`src/rtl/pipe_stage_skid_reg_pkg.sv`:
```
// Shared definitions for the skid-buffered pipeline stage register.
// The state encoding doubles as the occupancy count.
package pipe_stage_skid_reg_pkg;

    typedef logic [1:0] state_t;

    localparam state_t ST_EMPTY = 2'd0;
    localparam state_t ST_BUSY  = 2'd1;
    localparam state_t ST_FULL  = 2'd2;

    // Bubble/NOP payload for the common 64-bit PC+instruction stage.
    localparam logic [63:0] NOP_64 = 64'h0;

endpackage

```
`src/rtl/pipe_stage_skid_reg_slot.sv`:
```
// One payload slot: reset and clear both load FLUSH_VAL; otherwise load on demand.
module pipe_slot #(
    parameter int              DATA_W    = 64,
    parameter logic [DATA_W-1:0] FLUSH_VAL = {DATA_W{1'b0}}
) (
    input  logic              clk,
    input  logic              rst,
    input  logic              clr_i,
    input  logic              load_i,
    input  logic [DATA_W-1:0] d_i,
    output logic [DATA_W-1:0] q_o
);

    logic [DATA_W-1:0] data_q;

    always_ff @(posedge clk) begin
        if (rst || clr_i) begin
            data_q <= FLUSH_VAL;
        end else if (load_i) begin
            data_q <= d_i;
        end
    end

    assign q_o = data_q;

endmodule

```
`src/rtl/pipe_stage_skid_reg.sv`:
```
// Pipeline stage register with valid/ready handshake, 2-entry skid buffer,
// freeze/flush controls and a saturating flush-drop counter.
module pipe_stage_skid_reg
    import pipe_stage_skid_reg_pkg::*;
#(
    parameter int                DATA_W    = 64,
    parameter logic [DATA_W-1:0] FLUSH_VAL = {DATA_W{1'b0}},
    parameter int                CNT_W     = 8
) (
    input  logic              clk,
    input  logic              rst,
    input  logic              freeze,
    input  logic              flush,
    input  logic              in_valid,
    output logic              in_ready,
    input  logic [DATA_W-1:0] in_data,
    output logic              out_valid,
    input  logic              out_ready,
    output logic [DATA_W-1:0] out_data,
    output logic [1:0]        occupancy,
    output logic [CNT_W-1:0]  drop_cnt
);

    localparam logic [CNT_W+1:0] DROP_MAX = {2'b00, {CNT_W{1'b1}}};

    state_t            state_q, state_d;
    logic [CNT_W-1:0]  drop_q, drop_d;
    logic [CNT_W+1:0]  drop_sum;
    logic [DATA_W-1:0] main_q, skid_q, main_din;
    logic              main_ld, main_clr, skid_ld, skid_clr;
    logic              in_fire, out_fire;

    // Handshake is a function of registered state and controls only,
    // so in_ready never sees out_ready combinationally.
    assign in_ready  = (state_q != ST_FULL)  & ~freeze & ~flush & ~rst;
    assign out_valid = (state_q != ST_EMPTY) & ~freeze & ~flush & ~rst;
    assign in_fire   = in_valid & in_ready;
    assign out_fire  = out_valid & out_ready;

    always_comb begin
        state_d  = state_q;
        main_ld  = 1'b0;
        main_clr = 1'b0;
        main_din = in_data;
        skid_ld  = 1'b0;
        skid_clr = 1'b0;
        if (flush) begin
            state_d  = ST_EMPTY;
            main_clr = 1'b1;
            skid_clr = 1'b1;
        end else begin
            case (state_q)
                ST_EMPTY: begin
                    if (in_fire) begin
                        main_ld = 1'b1;
                        state_d = ST_BUSY;
                    end
                end
                ST_BUSY: begin
                    if (in_fire && out_fire) begin
                        main_ld = 1'b1;
                    end else if (in_fire) begin
                        skid_ld = 1'b1;
                        state_d = ST_FULL;
                    end else if (out_fire) begin
                        main_clr = 1'b1;
                        state_d  = ST_EMPTY;
                    end
                end
                ST_FULL: begin
                    if (out_fire) begin
                        main_ld  = 1'b1;
                        main_din = skid_q;
                        skid_clr = 1'b1;
                        state_d  = ST_BUSY;
                    end
                end
                default: state_d = ST_EMPTY;
            endcase
        end
    end

    assign drop_sum = {2'b00, drop_q} + {{CNT_W{1'b0}}, state_q};

    always_comb begin
        drop_d = drop_q;
        if (flush) begin
            drop_d = (drop_sum > DROP_MAX) ? {CNT_W{1'b1}} : drop_sum[CNT_W-1:0];
        end
    end

    always_ff @(posedge clk) begin
        if (rst) begin
            state_q <= ST_EMPTY;
            drop_q  <= '0;
        end else begin
            state_q <= state_d;
            drop_q  <= drop_d;
        end
    end

    pipe_slot #(.DATA_W(DATA_W), .FLUSH_VAL(FLUSH_VAL)) u_main (
        .clk    (clk),
        .rst    (rst),
        .clr_i  (main_clr),
        .load_i (main_ld),
        .d_i    (main_din),
        .q_o    (main_q)
    );

    pipe_slot #(.DATA_W(DATA_W), .FLUSH_VAL(FLUSH_VAL)) u_skid (
        .clk    (clk),
        .rst    (rst),
        .clr_i  (skid_clr),
        .load_i (skid_ld),
        .d_i    (in_data),
        .q_o    (skid_q)
    );

    assign out_data  = main_q;
    assign occupancy = state_q;
    assign drop_cnt  = drop_q;

endmodule

```
`config.mk`:
```
export PLATFORM = sky130hd
export DESIGN_NAME = pipe_stage_skid_reg
export DESIGN_NICKNAME = d
export VERILOG_FILES = /design/src/rtl/pipe_stage_skid_reg_pkg.sv /design/src/rtl/pipe_stage_skid_reg_slot.sv /design/src/rtl/pipe_stage_skid_reg.sv
export SDC_FILE = /design/constraint.sdc
export NUM_CORES = 1
export LEC_CHECK = 0
export CORE_MARGIN = 1.5
export CORE_UTILIZATION = 45
export DETAILED_ROUTE_END_ITERATION = 8
export GPL_ROUTABILITY_DRIVEN = 0
export PLACE_DENSITY = 0.76
export SYNTH_ARGS = -nofsm -noshare
export SYNTH_HDL_FRONTEND = slang
export SYNTH_SLANG_ARGS = --single-unit
export TNS_END_PERCENT = 50
```
`constraint.sdc`:
```
create_clock -name clk -period 1.5 [get_ports clk]
set_input_delay 0.225 -clock clk [delete_from_list [all_inputs] [get_ports clk]]
set_output_delay 0.225 -clock clk [all_outputs]
set_load 0.01 [all_outputs]
```
Yosys cells after proc, flatten, opt, wreduce, memory -nomap -nowiden

Cells that the tools add are included.

Memory bits (read-only): 0
Latch bits: 0
Word-level logic and storage cells: 55
Memories kept: 0
Output and inout port bits: 76
Bits of input ports: 70
RAM bits: 0
Register bits: 138

Reduce and logical (&&, ||, !) cells: 7
$mul: 0
Bitwise logic cells: 11
Shift operators: 0
$add $sub $neg: 1
$lt $le $gt $ge: 1
Divide/modulo/power cells: 0
Muxes and demuxes: 24
Equality and inequality tests: 7

Operators by type and width:

| operator             | number |
|---|---|
| $mux W64             | 3 |
| $mux W1              | 13 |
| $mux W2              | 5 |
| $add A8 B2 Y9        | 1 |
| $gt A9 B8 Y1 const B | 1 |
| $and A1 B1 Y1        | 8 |
| $mux W8              | 1 |
| $ne A2 B2 Y1 const B | 4 |
| $pmux W2 S3          | 1 |
| $reduce_and A4 Y1    | 1 |
| $ne A3 B3 Y1 const B | 1 |
| $not A1 Y1           | 3 |
| $pmux W1 S3          | 1 |
| $eq A2 B1 Y1 const B | 1 |
| $eq A2 B2 Y1 const B | 1 |
| $logic_not A2 Y1     | 1 |
| $logic_or A1 B1 Y1   | 2 |
| $reduce_bool A2 Y1   | 1 |
| $reduce_or A2 Y1     | 1 |
| $logic_and A1 B1 Y1  | 1 |

Logic depth before layout (Yosys ltp)

Word-level depth: 11
Gate-level depth with buffers: 7
Depth with buffers taken out: 6

By module

Synthesis repeated with hierarchy kept, for this count alone.

Cells, all modules: 563
Area total of the unflattened synthesis: 6307.3 µm²

Modules (own cells, without submodules):

| module              | cells each | area an instance (µm²) | sequential area each (µm²) | times used |
|---|---|---|---|---|
| pipe_slot           | 207        | 2348.5                 | 1281.2                     | 2 |
| pipe_stage_skid_reg | 149        | 1610.3                 | 200.2                      | 1 |

Least setup slack after synthesis

Ideal clock, no wire load.

Path type: reg2reg
Start: reg state_q[1], in the netlist occupancy[1]
End: reg u_main.data_q[8], in the netlist u_main.q_o[8]
Library setup time: 154 ps
Clock period less this slack: 1705 ps
Required time: 1346 ps
Cell stages (with the launch flop): 8
Slack: -205 ps
Path buffers: 3
Arrival: 1551 ps
Cell sequence: dfxtp_1 -> buf_4 -> nor4b_1 -> a32o_2 -> nor2b_1 -> buf_6 -> buf_6 -> a311oi_2

Word-level cells in the longest chain between the ends: 11
Elaborated cells between the ends (all ways): 27
Those cells by class: eq/ne (3); mux (12); bitwise (8); reduce/logical (4)

Ends and longest elaborated chain:

| item                       | RTL line                                             | source |
|---|---|---|
| from (decl)                | pipe_stage_skid_reg.sv:26                            | `state_t state_q, state_d;` |
| from (signal assigned)     | pipe_stage_skid_reg.sv:97                            | `state_q <= state_d;` |
| $reduce_bool A2 Y1         | pipe_stage_skid_reg.sv:36                            | `assign out_valid = (state_q != ST_EMPTY) & ~freeze & ~flush & ~rst;` |
| $and A1 B1 Y1 (3 in a row) | pipe_stage_skid_reg.sv:36                            |  |
| $and A1 B1 Y1              | pipe_stage_skid_reg.sv:38                            | `assign out_fire = out_valid & out_ready;` |
| $mux W1                    | pipe_stage_skid_reg.sv:65, pipe_stage_skid_reg.sv:71 |  |
| $mux W1                    | pipe_stage_skid_reg.sv:62                            | `end else if (in_fire) begin` |
| $mux W1                    | pipe_stage_skid_reg.sv:60                            | `if (in_fire && out_fire) begin` |
| $mux W1                    | pipe_stage_skid_reg.sv:52                            | `case (state_q)` |
| $mux W1                    | pipe_stage_skid_reg.sv:47                            | `if (flush) begin` |
| $logic_or A1 B1 Y1         | pipe_stage_skid_reg_slot.sv:17                       | `if (rst \|\| clr_i) begin` |
| to (signal assigned)       | pipe_stage_skid_reg_slot.sv:20                       | `data_q <= d_i;` |
| to (decl)                  | pipe_stage_skid_reg_slot.sv:14                       | `logic [DATA_W-1:0] data_q;` |

Several ways; a longest one is shown, not always the timed one.
A chain may end at the register's enable or synchronous reset.

Final worst setup path

Start: reg state_q[0], in the netlist occupancy[0]
End: reg u_main.data_q[43], in the netlist u_main.q_o[43]

Same word-level chain as after synthesis.

==> flow_metrics.tcl <==
set metrics [dict create \
    post_synth_inst_count 711 \
    die_h_um 119.0 \
    initial_utilization_pct 45.88 \
    worstRegToRegCells 8 \
    critPathMaxFanout 6 \
    ctsHtreeMaxLevel 4 \
    io-pin-count 146 \
    clock_tree.root_cell "sky130_fd_sc_hd__clkbuf_16" \
    final_report_setup_violation_count 121 \
    cellLeakagePower_uw 0.004340 \
    cp-end-kind "flop" \
    synth.ff_latch_count 138 \
    timing.max_cap.violations 0 \
    antenna_violating_nets_post_route 0 \
    area_delta_synth_final_pct 59.50 \
    multiInputGateArea_um2 3142 \
    synth-seq-area-share_pct 45.65 \
    reg2reg_setup_slack_ns -0.21 \
    yosys.area_share.adder_pct 0.7443 \
    unrepaired_setup_endpoints_after_global_routing "yes" \
    area.sequential_um2 2773 \
    post_synth_mux_area_share_pct 0.3308 \
    gr-usage-met2_pct 39.14 \
    final_net_count 981 \
    final_util_pct 73.18 \
    max_slew.worst_pin.slew_ns 0.3550 \
    crit_path_cell_trace "buf_6 > nand2b_4 > a32o_2 > nor2b_4 > buf_8 > buf_12 > buf_16 > a311oi_2" \
    maximum_number_of_pins_on_one_net_before_global_route_repair 36 \
    timing.fmax_mhz 586.3 \
    pre_cts_setup_slack_ns -0.5550 \
    ys_types 34 \
    gr-max-usage-layer "met2" \
    std_cell_rows 42 \
    grt_usage_pct 23.87 \
    async_flop_share_pct 0 \
    remaining_drc_errors 0 \
    clockBufferDepth 2 \
    timing.critical_path.from_type "flop" \
    design_area_um2 9653 \
    numCtsBuffers 17 \
    synthesis.area_per_instance_um2 8.512 \
    detail_route.vias_per_cell 5.476 \
    port-buffer-count 145 \
    yosys.area_share.simple_pct 23.59 \
    max_stage_delay_cell_worst_path "sky130_fd_sc_hd__dfxtp_4" \
    drive_gt1_share_pct 27.61 \
    tritoncts "done" \
    floorplan.core_area_um2 13190 \
    wire_per_inst_um 18.18 \
    grt_pass1_wl_um 26320 \
    synth_flop_cell "sky130_fd_sc_hd__dfxtp_1" \
    grt_use_met1_pct 29.42 \
    status "complete, but fails checks" \
    wl_um 19940 \
    critical_path.reg2reg.endpoint "u_main.q_o[43]$_SDFFE_PP0P_" \
    p_per_area_nw_per_um2 917.7 \
    clkSinkCount 138 \
    drt_pre_antenna_iters 5 \
    placed_area_um2 7976 \
    synth.cells.most_frequent "sky130_fd_sc_hd__nand2_1, sky130_fd_sc_hd__dfxtp_1, sky130_fd_sc_hd__nor2_1" \
    fin_crit_ns 1.706 \
    floorplan.die.width_um 119.0 \
    route.vias.total 6007 \
    timing.hold.worst_endpoint "u_skid.q_o[8]$_SDFFE_PP0P_" \
    synth.top_cell.area_share_pct 45.65 \
    finalClockSkew_ns 0.006100 \
    cp.arrival_ns 2.04 \
    hold_path.class "in -> reg" \
    drt-initial-drc-count 405 \
    synth_enable_flop_cells 0 \
    grt_antenna_before_repair 1 \
    worst-setup-path-type "reg -> reg" \
    post-synth-top-count-cell "sky130_fd_sc_hd__nand2_1" \
    worst_r2r_startpoint "occupancy[0]$_SDFFE_PP0P_" \
    yosysTopAreaCell "sky130_fd_sc_hd__dfxtp_1" \
    min_period_over_period_pct 113.7 \
    post_syn_nets 784 \
    place_inst 1025 \
    post_synth_xor_area_fraction_pct 0.2894 \
    relSlewSlack_pct 76.25 \
    holdPathStages 3 \
    timing.critical_path.slowest_cell_delay_ns 0.40 \
    largest_family_of_logic_cells_by_synthesized_area "simple AND/OR/NAND/NOR gates" \
    yosys-top-cells-area "sky130_fd_sc_hd__dfxtp_1, sky130_fd_sc_hd__nand2_1, sky130_fd_sc_hd__a311oi_2, sky130_fd_sc_hd__a21oi_1, sky130_fd_sc_hd__nor2_1" \
    instances_no_fill 1097 \
    grt_pass1_vias 5204 \
    die-area_um2 14150 \
    min_from "in_data[8]" \
    synthesis.area_um2 6052 \
    final.fill_count 919 \
    count_of_yosys_warnings_during_synthesis 0 \
    ir_drop_worst_case_vdd_mv 0.6581 \
    synth_compound_area_share_pct 22.80 \
    postLayoutSetupSlackWorst_ns -0.2056 \
    overflow 0 \
    dp.final_hpwl_um 9936 \
    insertion_delay_ns 0.43 \
    final.hold.worst_slack_ns 0.3642 \
    final_hold_viol_count 0 \
    cts.clk_slew.worst_paths_ns 0.06 \
    violated_checks "setup timing" \
    required_time_at_the_worst_slack_endpoint_ns 1.84 \
    postCtsHoldBufs 0 \
    timing_max_transition_violations_final 0 \
    groute.layer.met3.usage_pct 6.513 \
]
[placed cells by master (no fill, tap or decap), types with 3 or more instances in the layout]
| cell | Yosys | layout |
|---|---|---|
| sky130_fd_sc_hd__buf_8 | 0 | 4 |
| sky130_fd_sc_hd__a311oi_1 | 5 | 3 |
| sky130_fd_sc_hd__clkbuf_1 | 8 | 4 |
| sky130_fd_sc_hd__nor2_1 | 74 | 72 |
| sky130_fd_sc_hd__nor3_1 | 11 | 10 |
| sky130_fd_sc_hd__and2_4 | 0 | 3 |
| sky130_fd_sc_hd__a21oi_1 | 71 | 54 |
| sky130_fd_sc_hd__dlygate4sd2_1 | 0 | 23 |
| sky130_fd_sc_hd__nand2_2 | 0 | 31 |
| sky130_fd_sc_hd__buf_16 | 0 | 4 |
| sky130_fd_sc_hd__dfxtp_1 | 138 | 134 |
| sky130_fd_sc_hd__buf_4 | 9 | 32 |
| sky130_fd_sc_hd__inv_1 | 4 | 4 |
| sky130_fd_sc_hd__buf_6 | 14 | 14 |
| sky130_fd_sc_hd__clkdlybuf4s50_1 | 0 | 65 |
| sky130_fd_sc_hd__a21oi_2 | 0 | 17 |
| sky130_fd_sc_hd__dlymetal6s2s_1 | 0 | 54 |
| sky130_fd_sc_hd__clkinv_2 | 0 | 3 |
| sky130_fd_sc_hd__clkbuf_16 | 0 | 32 |
| sky130_fd_sc_hd__nand2_1 | 261 | 230 |
| sky130_fd_sc_hd__buf_12 | 0 | 20 |
| sky130_fd_sc_hd__bufinv_16 | 0 | 3 |
| sky130_fd_sc_hd__a311oi_2 | 60 | 62 |
[area by class of cell]
| type | instances | area share, % |
|---|---|---|
| flip-flops and latches | 138 | 28.72 |
| clock buffers | 24 | 5.107 |
| diodes | 1 | 0.02592 |
| multi-input cells | 513 | 32.55 |
| clock inverters | 7 | 1.167 |
| well taps | 176 | 2.281 |
| inverters | 5 | 0.2203 |
| repair buffers | 233 | 29.93 |
[layer usage]
metal / vias up / wire length [um]
met1: 2870 / 8194
li1: 2820 / -
met2: 265 / 9707
met5: - / 0
met3: 52 / 1443
met4: 0 / 599
[critical path, delay by kind of cell, from the launching register on]
kind / cells / cell delay (ns)
flip-flops: 1 / 0.40
AND/OR/NAND/NOR: 2 / 0.19
buffers and inverters: 4 / 0.50
AO/OA/AOI/OAI: 2 / 0.51
[logic make-up after synthesis]
| kind of cell | count (synthesis) |
|---|---|
| mux | 2 |
| xor+xnor | 2 |
| compound gates | 143 |
| fa+ha+maj | 3 |
| flops | 138 |
| simple gates | 362 |
| buf+inv | 61 |
[how the worst max path moves through the flow]
stage	endpoint	slack (ns)	cells after the start	start
final	u_main.q_o[43]$_SDFFE_PP0P_	-0.21	8	occupancy[0]$_SDFFE_PP0P_
after global routing	u_main.q_o[0]$_SDFFE_PP0P_	-0.24	7	occupancy[0]$_SDFFE_PP0P_
after detailed placement	u_main.q_o[54]$_SDFFE_PP0P_	-0.55	7	rst
after floorplan	u_main.q_o[8]$_SDFFE_PP0P_	-0.02	7	occupancy[1]$_SDFFE_PP0P_
after global placement	u_main.q_o[63]$_SDFFE_PP0P_	-0.54	7	rst
after CTS	u_main.q_o[39]$_SDFFE_PP0P_	-0.19	6	occupancy[0]$_SDFFE_PP0P_
[where the power goes]
part           internal (uW)  leakage (uW)  total (uW)  switching, uW
Sequential              3690       0.00112        3720           21.4
Clock                   2780      0.000295        4360           1580
Combinational            418       0.00293         781            362
Total                   6900       0.00434        8860           1960
[state kept, by name (all words and copies together) (netlist names)]
| name | count |
|---|---|
| u_skid.q_o | 64 |
| drop_cnt | 8 |
| occupancy | 2 |
| u_main.q_o | 64 |
[timing repair]
action | 4_1_cts | 5_1_grt
buffers inserted | 9 | 7
hold endpoints to repair | 0 | 0
pin swaps | 1 | 50
cloned | 8 | 19
gates resized for setup | 53 | 124
setup endpoints to repair | 204 | 187
[per-stage QoR]
stage,power [uW],TNS (ns)
global route,9108,-14.82
global placement,4453,-64.09
CTS,8816,-8.533
finish,8859,-7.633
floorplan,4071,-0.8908
detailed placement,4459,-64.01
Power figures use the tool's default switching activity.
